[config.mk]
export PLATFORM = sky130hd
export DESIGN_NAME = muldiv_hilo_unit_flat
export DESIGN_NICKNAME = d
export VERILOG_FILES = /design/src/rtl/muldiv_hilo_unit_if.sv /design/src/rtl/muldiv_hilo_unit.sv /design/src/flat_wrapper.sv
export SDC_FILE = /design/constraint.sdc
export NUM_CORES = 2
export LEC_CHECK = 0
export ABC_CLOCK_PERIOD_IN_PS = 8200
export CORE_UTILIZATION = 30
export DETAILED_ROUTE_END_ITERATION = 16
export SLEW_MARGIN = 40
export SYNTH_ARGS = -nofsm -noshare
export SYNTH_HDL_FRONTEND = slang
export SYNTH_SLANG_ARGS = --single-unit
[constraint.sdc]
create_clock -name clk -period 8.2 [get_ports clk]
set_clock_uncertainty 0.1 [all_clocks]
set_input_delay 1.64 -clock clk [delete_from_list [all_inputs] [get_ports clk]]
set_output_delay 1.64 -clock clk [all_outputs]
set_load 0.005 [all_outputs]
[src/rtl/muldiv_hilo_unit_if.sv]
// Issue-side bundle for the shared mul/div/HI-LO unit.
// master: EX-stage issue logic; slave: muldiv_hilo_unit.
interface muldiv_hilo_unit_if #(
  parameter int XLEN    = 32,
  parameter int ISSUE_W = 2
);
  logic [4*ISSUE_W-1:0]    req_op;
  logic [XLEN*ISSUE_W-1:0] src_a;
  logic [XLEN*ISSUE_W-1:0] src_b;
  logic [ISSUE_W-1:0]      flush;
  logic                    commit_kill;
  logic                    stall_o;
  logic                    done_o;
  logic [XLEN-1:0]         mul_lo_o;
  logic [XLEN-1:0]         hi_o;
  logic [XLEN-1:0]         lo_o;

  modport master (
    output req_op, src_a, src_b, flush, commit_kill,
    input  stall_o, done_o, mul_lo_o, hi_o, lo_o
  );

  modport slave (
    input  req_op, src_a, src_b, flush, commit_kill,
    output stall_o, done_o, mul_lo_o, hi_o, lo_o
  );
endinterface

[src/rtl/muldiv_hilo_unit.sv]
// Shared multi-cycle multiply/divide engine with architectural HI/LO.
// One mul/div op is owned at a time (highest issuing slot wins); MTHI/MTLO
// write in the cycle they are presented.
// Optional macro MULDIV_EARLY_OUT_EN: divides by zero or with
// |dividend| < |divisor| finish the cycle after accept.
module muldiv_hilo_unit #(
  parameter int XLEN    = 32,
  parameter int ISSUE_W = 2,
  parameter int MUL_LAT = 3
) (
  input logic               clk,
  input logic               rst,
  muldiv_hilo_unit_if.slave bus
);

  typedef enum logic [3:0] {
    OP_NOP   = 4'd0,
    OP_MULT  = 4'd1,
    OP_MULTU = 4'd2,
    OP_DIV   = 4'd3,
    OP_DIVU  = 4'd4,
    OP_MADD  = 4'd5,
    OP_MADDU = 4'd6,
    OP_MSUB  = 4'd7,
    OP_MSUBU = 4'd8,
    OP_MUL   = 4'd9,
    OP_MTHI  = 4'd10,
    OP_MTLO  = 4'd11
  } op_e;

  typedef enum logic [2:0] {
    S_IDLE,
    S_MUL,
    S_DIV,
    S_FIX,
    S_DONE
  } state_e;

  localparam int IW = (ISSUE_W > 1) ? $clog2(ISSUE_W) : 1;
  localparam int CW = $clog2(((XLEN > MUL_LAT) ? XLEN : MUL_LAT) + 1);

  function automatic logic [2*XLEN-1:0] mul_full(input logic [XLEN-1:0] a,
                                                 input logic [XLEN-1:0] b,
                                                 input logic            sgn);
    logic [2*XLEN-1:0] ea;
    logic [2*XLEN-1:0] eb;
    ea = {{XLEN{sgn & a[XLEN-1]}}, a};
    eb = {{XLEN{sgn & b[XLEN-1]}}, b};
    return ea * eb;
  endfunction

  state_e state_q, state_d;

  logic            sel_valid;
  logic [IW-1:0]   sel_idx;
  logic [3:0]      sel_op;
  logic [XLEN-1:0] sel_a, sel_b;
  logic            sel_fire, sel_is_div, sel_signed;
  logic [XLEN-1:0] abs_a, abs_b;
  logic            early;

  logic [IW-1:0]   owner_q;
  logic [3:0]      kind_q;
  logic            signed_q, a_neg_q, q_neg_q, div0_q;
  logic [XLEN-1:0] opa_q, opb_q, rem_q;
  logic [CW-1:0]   cnt_q;
  logic [XLEN-1:0] res_hi_q, res_lo_q, mul_lo_q;
  logic [XLEN-1:0] hi_q, lo_q;
  logic            owner_flush;

  logic [XLEN:0]     div_shift, div_diff;
  logic [2*XLEN-1:0] prod_run, prod_sel, hilo_new;
  logic              fsm_owns_hilo, fsm_wr;
  logic              mt_hi_en, mt_lo_en;
  logic [XLEN-1:0]   mt_hi_val, mt_lo_val;
  logic              stall, done;

  // Pick the owning slot: highest index carrying a mul/div op.
  always_comb begin
    sel_valid = 1'b0;
    sel_idx   = '0;
    sel_op    = '0;
    sel_a     = '0;
    sel_b     = '0;
    for (int unsigned i = 0; i < ISSUE_W; i++) begin
      if (bus.req_op[4*i +: 4] >= OP_MULT && bus.req_op[4*i +: 4] <= OP_MUL) begin
        sel_valid = 1'b1;
        sel_idx   = IW'(i);
        sel_op    = bus.req_op[4*i +: 4];
        sel_a     = bus.src_a[XLEN*i +: XLEN];
        sel_b     = bus.src_b[XLEN*i +: XLEN];
      end
    end
  end

  assign sel_fire    = sel_valid && !bus.flush[sel_idx];
  assign sel_is_div  = (sel_op == OP_DIV) || (sel_op == OP_DIVU);
  assign sel_signed  = (sel_op == OP_MULT) || (sel_op == OP_DIV) || (sel_op == OP_MADD) ||
                       (sel_op == OP_MSUB) || (sel_op == OP_MUL);
  assign abs_a       = (sel_signed && sel_a[XLEN-1]) ? -sel_a : sel_a;
  assign abs_b       = (sel_signed && sel_b[XLEN-1]) ? -sel_b : sel_b;
  assign owner_flush = bus.flush[owner_q];

`ifdef MULDIV_EARLY_OUT_EN
  assign early = sel_is_div && ((abs_b == '0) || (abs_a < abs_b));
`else
  assign early = 1'b0;
`endif

  assign prod_run  = mul_full(opa_q, opb_q, signed_q);
  assign prod_sel  = mul_full(sel_a, sel_b, sel_signed);
  assign div_shift = {rem_q, opa_q[XLEN-1]};
  assign div_diff  = div_shift - {1'b0, opb_q};

  // State register.
  always_ff @(posedge clk) begin
    if (rst) state_q <= S_IDLE;
    else     state_q <= state_d;
  end

  // Next-state logic; a flush of the owning slot abandons the op.
  always_comb begin
    state_d = state_q;
    case (state_q)
      S_IDLE: begin
        if (sel_fire) begin
          if (sel_is_div)        state_d = early ? S_DONE : S_DIV;
          else if (MUL_LAT == 1) state_d = S_DONE;
          else                   state_d = S_MUL;
        end
      end
      S_MUL: begin
        if (owner_flush)             state_d = S_IDLE;
        else if (cnt_q == CW'(1))    state_d = S_DONE;
      end
      S_DIV: begin
        if (owner_flush)             state_d = S_IDLE;
        else if (cnt_q == CW'(1))    state_d = S_FIX;
      end
      S_FIX:   state_d = owner_flush ? S_IDLE : S_DONE;
      S_DONE:  state_d = S_IDLE;
      default: state_d = S_IDLE;
    endcase
  end

  // Handshake outputs; stall drops combinationally on an owner flush.
  always_comb begin
    stall = 1'b0;
    done  = 1'b0;
    if (!rst) begin
      case (state_q)
        S_IDLE:              stall = sel_fire;
        S_MUL, S_DIV, S_FIX: stall = !owner_flush;
        S_DONE:              done  = 1'b1;
        default:             stall = 1'b0;
      endcase
    end
  end

  // Operand latch, multiply countdown and restoring-divide datapath.
  always_ff @(posedge clk) begin
    if (rst) begin
      owner_q  <= '0;
      kind_q   <= '0;
      signed_q <= 1'b0;
      a_neg_q  <= 1'b0;
      q_neg_q  <= 1'b0;
      div0_q   <= 1'b0;
      opa_q    <= '0;
      opb_q    <= '0;
      rem_q    <= '0;
      cnt_q    <= '0;
      res_hi_q <= '0;
      res_lo_q <= '0;
      mul_lo_q <= '0;
    end else begin
      case (state_q)
        S_IDLE: begin
          if (sel_fire) begin
            owner_q  <= sel_idx;
            kind_q   <= sel_op;
            signed_q <= sel_signed;
            a_neg_q  <= sel_signed & sel_a[XLEN-1];
            q_neg_q  <= sel_signed & (sel_a[XLEN-1] ^ sel_b[XLEN-1]);
            div0_q   <= (sel_b == '0);
            rem_q    <= '0;
            if (sel_is_div) begin
              opa_q <= abs_a;
              opb_q <= abs_b;
              cnt_q <= CW'(XLEN);
              if (early) begin
                res_lo_q <= (sel_b == '0) ? '1 : '0;
                res_hi_q <= sel_a;
              end
            end else begin
              opa_q <= sel_a;
              opb_q <= sel_b;
              cnt_q <= CW'(MUL_LAT - 1);
              if (MUL_LAT == 1) begin
                {res_hi_q, res_lo_q} <= prod_sel;
                if (sel_op == OP_MUL) mul_lo_q <= prod_sel[XLEN-1:0];
              end
            end
          end
        end
        S_MUL: begin
          if (!owner_flush) begin
            cnt_q <= cnt_q - CW'(1);
            if (cnt_q == CW'(1)) begin
              {res_hi_q, res_lo_q} <= prod_run;
              if (kind_q == OP_MUL) mul_lo_q <= prod_run[XLEN-1:0];
            end
          end
        end
        S_DIV: begin
          // opa_q shifts dividend bits out the top and quotient bits in the bottom.
          if (!owner_flush) begin
            cnt_q <= cnt_q - CW'(1);
            if (!div_diff[XLEN]) begin
              rem_q <= div_diff[XLEN-1:0];
              opa_q <= {opa_q[XLEN-2:0], 1'b1};
            end else begin
              rem_q <= div_shift[XLEN-1:0];
              opa_q <= {opa_q[XLEN-2:0], 1'b0};
            end
          end
        end
        S_FIX: begin
          // Divide-by-zero leaves rem_q = |dividend|, so HI comes out as the dividend.
          res_lo_q <= div0_q ? '1 : (q_neg_q ? -opa_q : opa_q);
          res_hi_q <= a_neg_q ? -rem_q : rem_q;
        end
        default: ;
      endcase
    end
  end

  assign fsm_owns_hilo = (state_q == S_DONE) && (kind_q != OP_MUL);
  assign fsm_wr        = fsm_owns_hilo && !bus.commit_kill;

  // New HI/LO value for the completing op; accumulate ops read HI/LO now.
  always_comb begin
    case (kind_q)
      OP_MADD, OP_MADDU: hilo_new = {hi_q, lo_q} + {res_hi_q, res_lo_q};
      OP_MSUB, OP_MSUBU: hilo_new = {hi_q, lo_q} - {res_hi_q, res_lo_q};
      default:           hilo_new = {res_hi_q, res_lo_q};
    endcase
  end

  // MTHI/MTLO writers; later (higher) slots override earlier ones.
  always_comb begin
    mt_hi_en  = 1'b0;
    mt_lo_en  = 1'b0;
    mt_hi_val = '0;
    mt_lo_val = '0;
    for (int unsigned i = 0; i < ISSUE_W; i++) begin
      if (!bus.flush[i]) begin
        if (bus.req_op[4*i +: 4] == OP_MTHI) begin
          mt_hi_en  = 1'b1;
          mt_hi_val = bus.src_a[XLEN*i +: XLEN];
        end
        if (bus.req_op[4*i +: 4] == OP_MTLO) begin
          mt_lo_en  = 1'b1;
          mt_lo_val = bus.src_a[XLEN*i +: XLEN];
        end
      end
    end
  end

  // Architectural HI/LO; the completing mul/div takes priority over MTHI/MTLO.
  always_ff @(posedge clk) begin
    if (rst) begin
      hi_q <= '0;
      lo_q <= '0;
    end else if (fsm_wr) begin
      {hi_q, lo_q} <= hilo_new;
    end else if (!bus.commit_kill && !fsm_owns_hilo) begin
      if (mt_hi_en) hi_q <= mt_hi_val;
      if (mt_lo_en) lo_q <= mt_lo_val;
    end
  end

  assign bus.stall_o  = stall;
  assign bus.done_o   = done;
  assign bus.mul_lo_o = mul_lo_q;
  assign bus.hi_o     = hi_q;
  assign bus.lo_o     = lo_q;

endmodule

[src/flat_wrapper.sv]
// flat-port wrapper written by rule: the top's interface ports become plain ports
module muldiv_hilo_unit_flat 
#(
  parameter int XLEN    = 32,
  parameter int ISSUE_W = 2,
  parameter int MUL_LAT = 3
)
  (clk, rst, bus_req_op, bus_src_a, bus_src_b, bus_flush, bus_commit_kill, bus_stall_o, bus_done_o, bus_mul_lo_o, bus_hi_o, bus_lo_o);
  muldiv_hilo_unit_if #(.XLEN(XLEN), .ISSUE_W(ISSUE_W)) bus_i ();
  input logic clk;
  input logic rst;
  input wire logic [$bits(bus_i.req_op)-1:0] bus_req_op;
  input wire logic [$bits(bus_i.src_a)-1:0] bus_src_a;
  input wire logic [$bits(bus_i.src_b)-1:0] bus_src_b;
  input wire logic [$bits(bus_i.flush)-1:0] bus_flush;
  input wire logic [$bits(bus_i.commit_kill)-1:0] bus_commit_kill;
  output wire logic [$bits(bus_i.stall_o)-1:0] bus_stall_o;
  output wire logic [$bits(bus_i.done_o)-1:0] bus_done_o;
  output wire logic [$bits(bus_i.mul_lo_o)-1:0] bus_mul_lo_o;
  output wire logic [$bits(bus_i.hi_o)-1:0] bus_hi_o;
  output wire logic [$bits(bus_i.lo_o)-1:0] bus_lo_o;
  assign bus_i.req_op = bus_req_op;
  assign bus_i.src_a = bus_src_a;
  assign bus_i.src_b = bus_src_b;
  assign bus_i.flush = bus_flush;
  assign bus_i.commit_kill = bus_commit_kill;
  assign bus_stall_o = bus_i.stall_o;
  assign bus_done_o = bus_i.done_o;
  assign bus_mul_lo_o = bus_i.mul_lo_o;
  assign bus_hi_o = bus_i.hi_o;
  assign bus_lo_o = bus_i.lo_o;
  muldiv_hilo_unit #(.XLEN(XLEN), .ISSUE_W(ISSUE_W), .MUL_LAT(MUL_LAT)) u_core (.clk(clk), .rst(rst), .bus(bus_i));
endmodule
### Word-level counts from Yosys, hierarchy flattened

Cells that the tools add are included.

* logic and storage cells: 175
* register bits after elaboration: 274
* output and inout port bits: 98
* input port bits: 141

* reduce and logical (&&, ||, !) cells: 37
* order comparisons: 6
* multiplexer cells: 73
* equal/unequal tests: 28
* multipliers: 1
* bitwise logic cells: 6
* add/sub/neg operators: 8

Operators with widths (count)
* $mux 32: 34
* $pmux 32 s2: 4
* $neg 32->32: 4
* $pmux 64 s2: 1
* $add 64x64->64: 1
* $mul 33x33->64: 1
* $sub 64x64->64: 1
* $sub 33x32->33: 1
* $logic_not 32->1: 1
* $eq 4x4->1 const B: 7
* $eq 4x3->1 const B: 6
* $mux 1: 19
* $mux 3: 6
* $mux 6: 3
* $pmux 3 s4: 1
* $pmux 6 s2: 1
* $reduce_and 3->1: 4
* $reduce_bool 2->1: 6
* $ge 4x1->1 const B: 2
* $le 4x4->1 const B: 2
* $logic_and 1x1->1: 8
* $mux 4: 2
* $eq 3x2->1 const B: 2
* $eq 6x1->1 const B: 1
* 22 further kinds: 41

### Logic depth before layout (Yosys ltp)

* depth in word-level cells: 14
* depth in mapped cells: 32
* gate-level depth less buffers: 29

### Worst setup path before layout

OpenSTA, ideal clock, no wires.

* kind: reg-to-reg
* from: reg u_core.opa_q[31]
* to: reg u_core.res_hi_q[31]
* setup slack: 0.037 ns
* stages on the path, launching flop included: 30
* period minus slack after synthesis: 8.163 ns
* buffers on the path: 1
* library setup time: 0.087 ns
* required time: 8.013 ns
* arrival time: 7.976 ns
* cell sequence: dfxtp_1 -> and2_1 -> clkbuf_1 -> nand2_1 -> inv_1 -> fa_1 -> inv_1 -> fa_1 -> inv_1 -> fa_1 -> fa_1 -> inv_1 -> fa_1 -> inv_1 -> fa_1 -> inv_1 -> fa_1 -> fa_1 -> inv_1 -> ha_1 -> a21o_1 -> a21o_1 -> a21oi_1 -> o21bai_1 -> a221oi_1 -> o21ai_0 -> a211o_1 -> a221oi_1 -> xnor2_1 -> o31ai_1

* longest elaborated chain between the ends: 5

Ends and longest elaborated chain
* start: declaration: RTL line muldiv_hilo_unit.sv:65 `logic [XLEN-1:0] opa_q, opb_q, rem_q;`
* start signal: assignment: RTL line muldiv_hilo_unit.sv:188 `opa_q <= abs_a;`
* start signal: assignment: RTL line muldiv_hilo_unit.sv:196 `opa_q <= sel_a;`
* start signal: assignment: RTL line muldiv_hilo_unit.sv:221 `opa_q <= {opa_q[XLEN-2:0], 1'b1};`
* $and 1x1->1: RTL line muldiv_hilo_unit.sv:47 `ea = {{XLEN{sgn & a[XLEN-1]}}, a};`
* $mul 33x33->64 *: RTL line muldiv_hilo_unit.sv:49 `return ea * eb;`
* $mux 32 *: RTL line muldiv_hilo_unit.sv:209 `if (cnt_q == CW'(1)) begin`
* $mux 32 *: RTL line muldiv_hilo_unit.sv:207 `if (!owner_flush) begin`
* $pmux 32 s2 *: RTL line muldiv_hilo_unit.sv:177 `case (state_q)`
* end signal: assignment: RTL line muldiv_hilo_unit.sv:193 `res_hi_q <= sel_a;`
* end signal: assignment: RTL line muldiv_hilo_unit.sv:200 `{res_hi_q, res_lo_q} <= prod_sel;`
* end signal: assignment: RTL line muldiv_hilo_unit.sv:210 `{res_hi_q, res_lo_q} <= prod_run;`
* end: declaration: RTL line muldiv_hilo_unit.sv:67 `logic [XLEN-1:0] res_hi_q, res_lo_q, mul_lo_q;`

Every way passes the cells marked *; elsewhere a longest branch is shown, timed or not. The select of a mux whose other input is x is not followed.
A chain may end at the register's enable or synchronous reset.

### Final worst setup path

* from: reg u_core.opb_q[0]
* to: reg u_core.res_hi_q[30]

* longest elaborated chain between the ends: 4

Ends and longest elaborated chain
* start: declaration: RTL line muldiv_hilo_unit.sv:65
* start signal: assignment: RTL line muldiv_hilo_unit.sv:189 `opb_q <= abs_b;`
* start signal: assignment: RTL line muldiv_hilo_unit.sv:197 `opb_q <= sel_b;`
* $mul 33x33->64: RTL line muldiv_hilo_unit.sv:49
* $mux 32: RTL line muldiv_hilo_unit.sv:209
* $mux 32: RTL line muldiv_hilo_unit.sv:207
* $pmux 32 s2: RTL line muldiv_hilo_unit.sv:177

No other way between the ends. The select of a mux whose other input is x is not followed.

==> summary.md <==
| Metric | Value |
|---|---|
| Status | `finished with violations` |
| Failing checks | `DRC` |
| Critical-path maximum fanout | `11` |
| Hold_buf cts | `0` |
| H-Tree Depth | `2` |
| HP Class | `reg -> reg` |
| Number of fill cells in the layout | `20800` |
| Die ar. | `203000 um^2` |
| Multi-input combinational cell area | `49400 um^2` |
| Worst skew pair latency | `0.62 ns` |
| Final period util | `99.0%` |
| CP startpoint kind | `register` |
| Global placement routability congestion | `1.01` |
| Port bufs | `238` |
| Drt drc | `12` |
| Register Area | `5550 um^2` |
| FMAX | `0.123 GHz` |
| Count of flip-flops with a built-in enable after synthesis | `0` |
| Post-route ant nets | `0` |
| Pin count of the biggest net entering global routing | `138` |
| Final setup fails | `0` |
| Post-synthesis register bit count | `274` |
| DP HPWL | `188000 um` |
| Pwr Density | `198 nW/um^2` |
| Most common cell in the netlist | `nand2_1` |
| MaxCap Viol Count | `0` |
| Maximum clock insertion buffer count | `3` |
| Iter 0 DRT Violations | `4614` |
| WS Path Type | `reg -> reg` |
| First drt pass iteration count | `12` |
| Ys flop type | `dfxtp_1` |
| Via count | `53600` |
| Cts bufs inserted | `38` |
| Crit-path most repeated cell | `fa_1` |
| Final Critical Period | `8.12 ns` |
| Synth top area cells | `fa_1, dfxtp_1, nand2_1` |
| Cells after Synth | `7381` |
| Non-Filler Instances | `10300` |
| GRT overflow | `0` |
| Total GRT Usage | `22.0%` |
| Synth warn | `0` |
| Starting Density | `30.2%` |
| Root buffer selected by CTS | `clkbuf_16` |
| CP max stage cell | `fa_1` |
| Power Total | `13.9 mW` |
| Syn_nets | `8964` |
| Vias in the first global route | `54700` |
| Layout area overhead | `16.0%` |
| Initial antenna violation count | `4` |
| Post-synth top area share | `37.3%` |
| Die Ht | `451 um` |
| Post-synthesis cell type count | `86` |
| Critical Path End Type | `register` |
| Worst vdd ir | `0.191 mV` |
| Most frequent cells after synthesis | `nand2_1, inv_1, fa_1, a21oi_1, clkbuf_1` |
| First-pass GRT wire length | `341000 um` |
| Worst-margin pin slew | `0.920 ns` |
| Layout cells sized above 1 | `8.85%` |
| Worst-path clk slew | `0.06 ns` |
| CP max stage delay | `0.56 ns` |
| CTS tree | `yes` |
| Final wirelength | `225000 um` |
| Cell count of the worst hold path | `2` |
| Nets@finish | `9178` |
| RSZ-0062 raised after global routing | `yes` |
| WL/cell | `21.8 um` |
| Post-synthesis sequential area ratio | `9.08%` |
| Io pins | `239` |
| Final hold violations | `0` |
| Placed Cells | `10200` |
| Mapped Area | `60400 um^2` |
| Syn_area_per_cell | `8.19 um^2` |
| Die X | `451 um` |
| Req. time, crit path | `8.58 ns` |
| Core area | `200000 um^2` |
| Final Max Slew Viols | `0` |
| Via density | `5.21` |
| Leak | `31.7 nW` |
| Row count | `164` |
| Relative slew slack | `38.2%` |
| Yosys top cell by area | `fa_1` |
| WP data arrival | `8.49 ns` |
| Async SR Flop Fraction | `0%` |
| Reg2reg path depth | `30` |
| Final instance area | `70100 um^2` |
| Clock sink count | `274` |
| Dpl cell area | `67900 um^2` |
[per-stage QoR]
step | hold WS (ns) | util (%) | setup TNS, ns | worst slack [ns]
2_1_floorplan | 0.348 | - | 0 | 0.0369
6_report | 0.354 | 35.1 | 0 | 0.0847
5_1_grt | 0.375 | 35.1 | -0.860 | -0.177
3_5_place_dp | 0.346 | 34.0 | -3.28 | -0.433
3_3_place_gp | 0.342 | 33.9 | -1.95 | -0.361
4_1_cts | 0.355 | 34.7 | -0.0175 | -0.0175
[where the power goes]
part / internal [mW] / switching (mW)
clock network: 1.18 / 0.764
logic: 3.96 / 6.38
registers: 1.43 / 0.162
[placed cells by master, fill, tap and decap left out, drive strengths merged, types with 24 or more instances in the layout]
cell type,synthesis,final
and3,84,84
a221oi,55,55
nor2,368,368
xor2,134,134
o41ai,28,28
a21o,93,93
or2,28,28
o21ai,242,242
nand4,28,28
a21oi,447,447
nand2,1210,1210
dfxtp,274,274
fa,1127,1127
o21bai,24,24
o31ai,43,43
clkbuf,427,50
nand3,73,73
mux2i,45,45
buf,46,409
xnor2,211,211
inv,1177,1179
clkdlybuf4s50,0,237
or3,37,37
a311oi,37,37
nor3,90,90
nor4,25,25
a211oi,63,63
ha,315,315
nand2b,25,25
and2,324,324
o211ai,42,42
a31oi,33,33
o221ai,28,28
[what timing repair did]
action | 4_1_cts | 5_1_grt
pin swaps | 4 | 47
endpoints found under the setup margin | 18 | 25
setup buffers | 1 | 4
resized for setup | 29 | 166
[area by class of cell]
cell class | count | share of cell area [%]
clock buffer | 49 | 1.58
tap | 2656 | 4.74
multi-input combinational | 5455 | 70.5
inverter | 1179 | 6.32
timing repair buffer | 647 | 8.49
clock inverter | 21 | 0.473
antenna | 6 | 0.0214
sequential | 274 | 7.91
[worst max-delay path, delay by kind of cell, from the launching register on]
family / cells / cell delay (ns)
compound gates: 7 / 1.51
xor+xnor: 1 / 0.14
fa+ha+maj: 9 / 4.12
buf+inv: 9 / 0.98
flops: 1 / 0.37
simple gates: 4 / 0.71
[cell families (layout without fill, tap and decap cells)]
logic type / after synthesis / after routing / synth area share [%]
AND/OR/NAND/NOR: 2369 / 2369 / 17.9
multiplexers: 46 / 46 / 0.764
XOR/XNOR: 345 / 345 / 5.01
adder cells (fa/ha/maj): 1442 / 1442 / 43.8
AO/OA/AOI/OAI: 1253 / 1253 / 13.1
flip-flops: 274 / 274 / 9.08
buffers and inverters: 1652 / 1896 / 10.3
other: 0 / 6 / 0
[registers in the layout (all words and copies together), names as in the netlist]
| register | count |
|---|---|
| u_core.bus.mul_lo_o | 32 |
| u_core.rem_q | 32 |
| u_core.signed_q | 1 |
| u_core.kind_q | 4 |
| u_core.state_q | 3 |
| u_core.owner_q | 1 |
| u_core.opa_q | 32 |
| u_core.div0_q | 1 |
| u_core.res_lo_q | 32 |
| u_core.q_neg_q | 1 |
| u_core.res_hi_q | 32 |
| u_core.bus.hi_o | 32 |
| u_core.bus.lo_o | 32 |
| u_core.cnt_q | 6 |
| u_core.opb_q | 32 |
| u_core.a_neg_q | 1 |
[metal layers]
metal | wire (um) | vias to the layer above | track usage, %
met2 | 108000 | 1971 | 36.7
met4 | 11400 | 2 | 9.58
met5 | 13 | - | 0
met3 | 15100 | 421 | 3.12
li1 | - | 23800 | -
met1 | 90400 | 27400 | 28.1
[final timing paths]
kind / slack [ns] / to / from
worst min-delay path: 0.35 / u_core.bus.mul_lo_o[6]$_SDFFE_PP0P_ / u_core.bus.mul_lo_o[6]$_SDFFE_PP0P_
worst max-delay path: 0.08 / u_core.res_hi_q[30]$_SDFFE_PP0P_ / u_core.opb_q[0]$_SDFFE_PP0P_
worst max register to register: 0.08 / u_core.res_hi_q[30]$_SDFFE_PP0P_ / u_core.opb_q[0]$_SDFFE_PP0P_
worst min register to register: 0.35 / u_core.bus.mul_lo_o[6]$_SDFFE_PP0P_ / u_core.bus.mul_lo_o[6]$_SDFFE_PP0P_
Note: power is estimated with default switching activity, not from simulation.
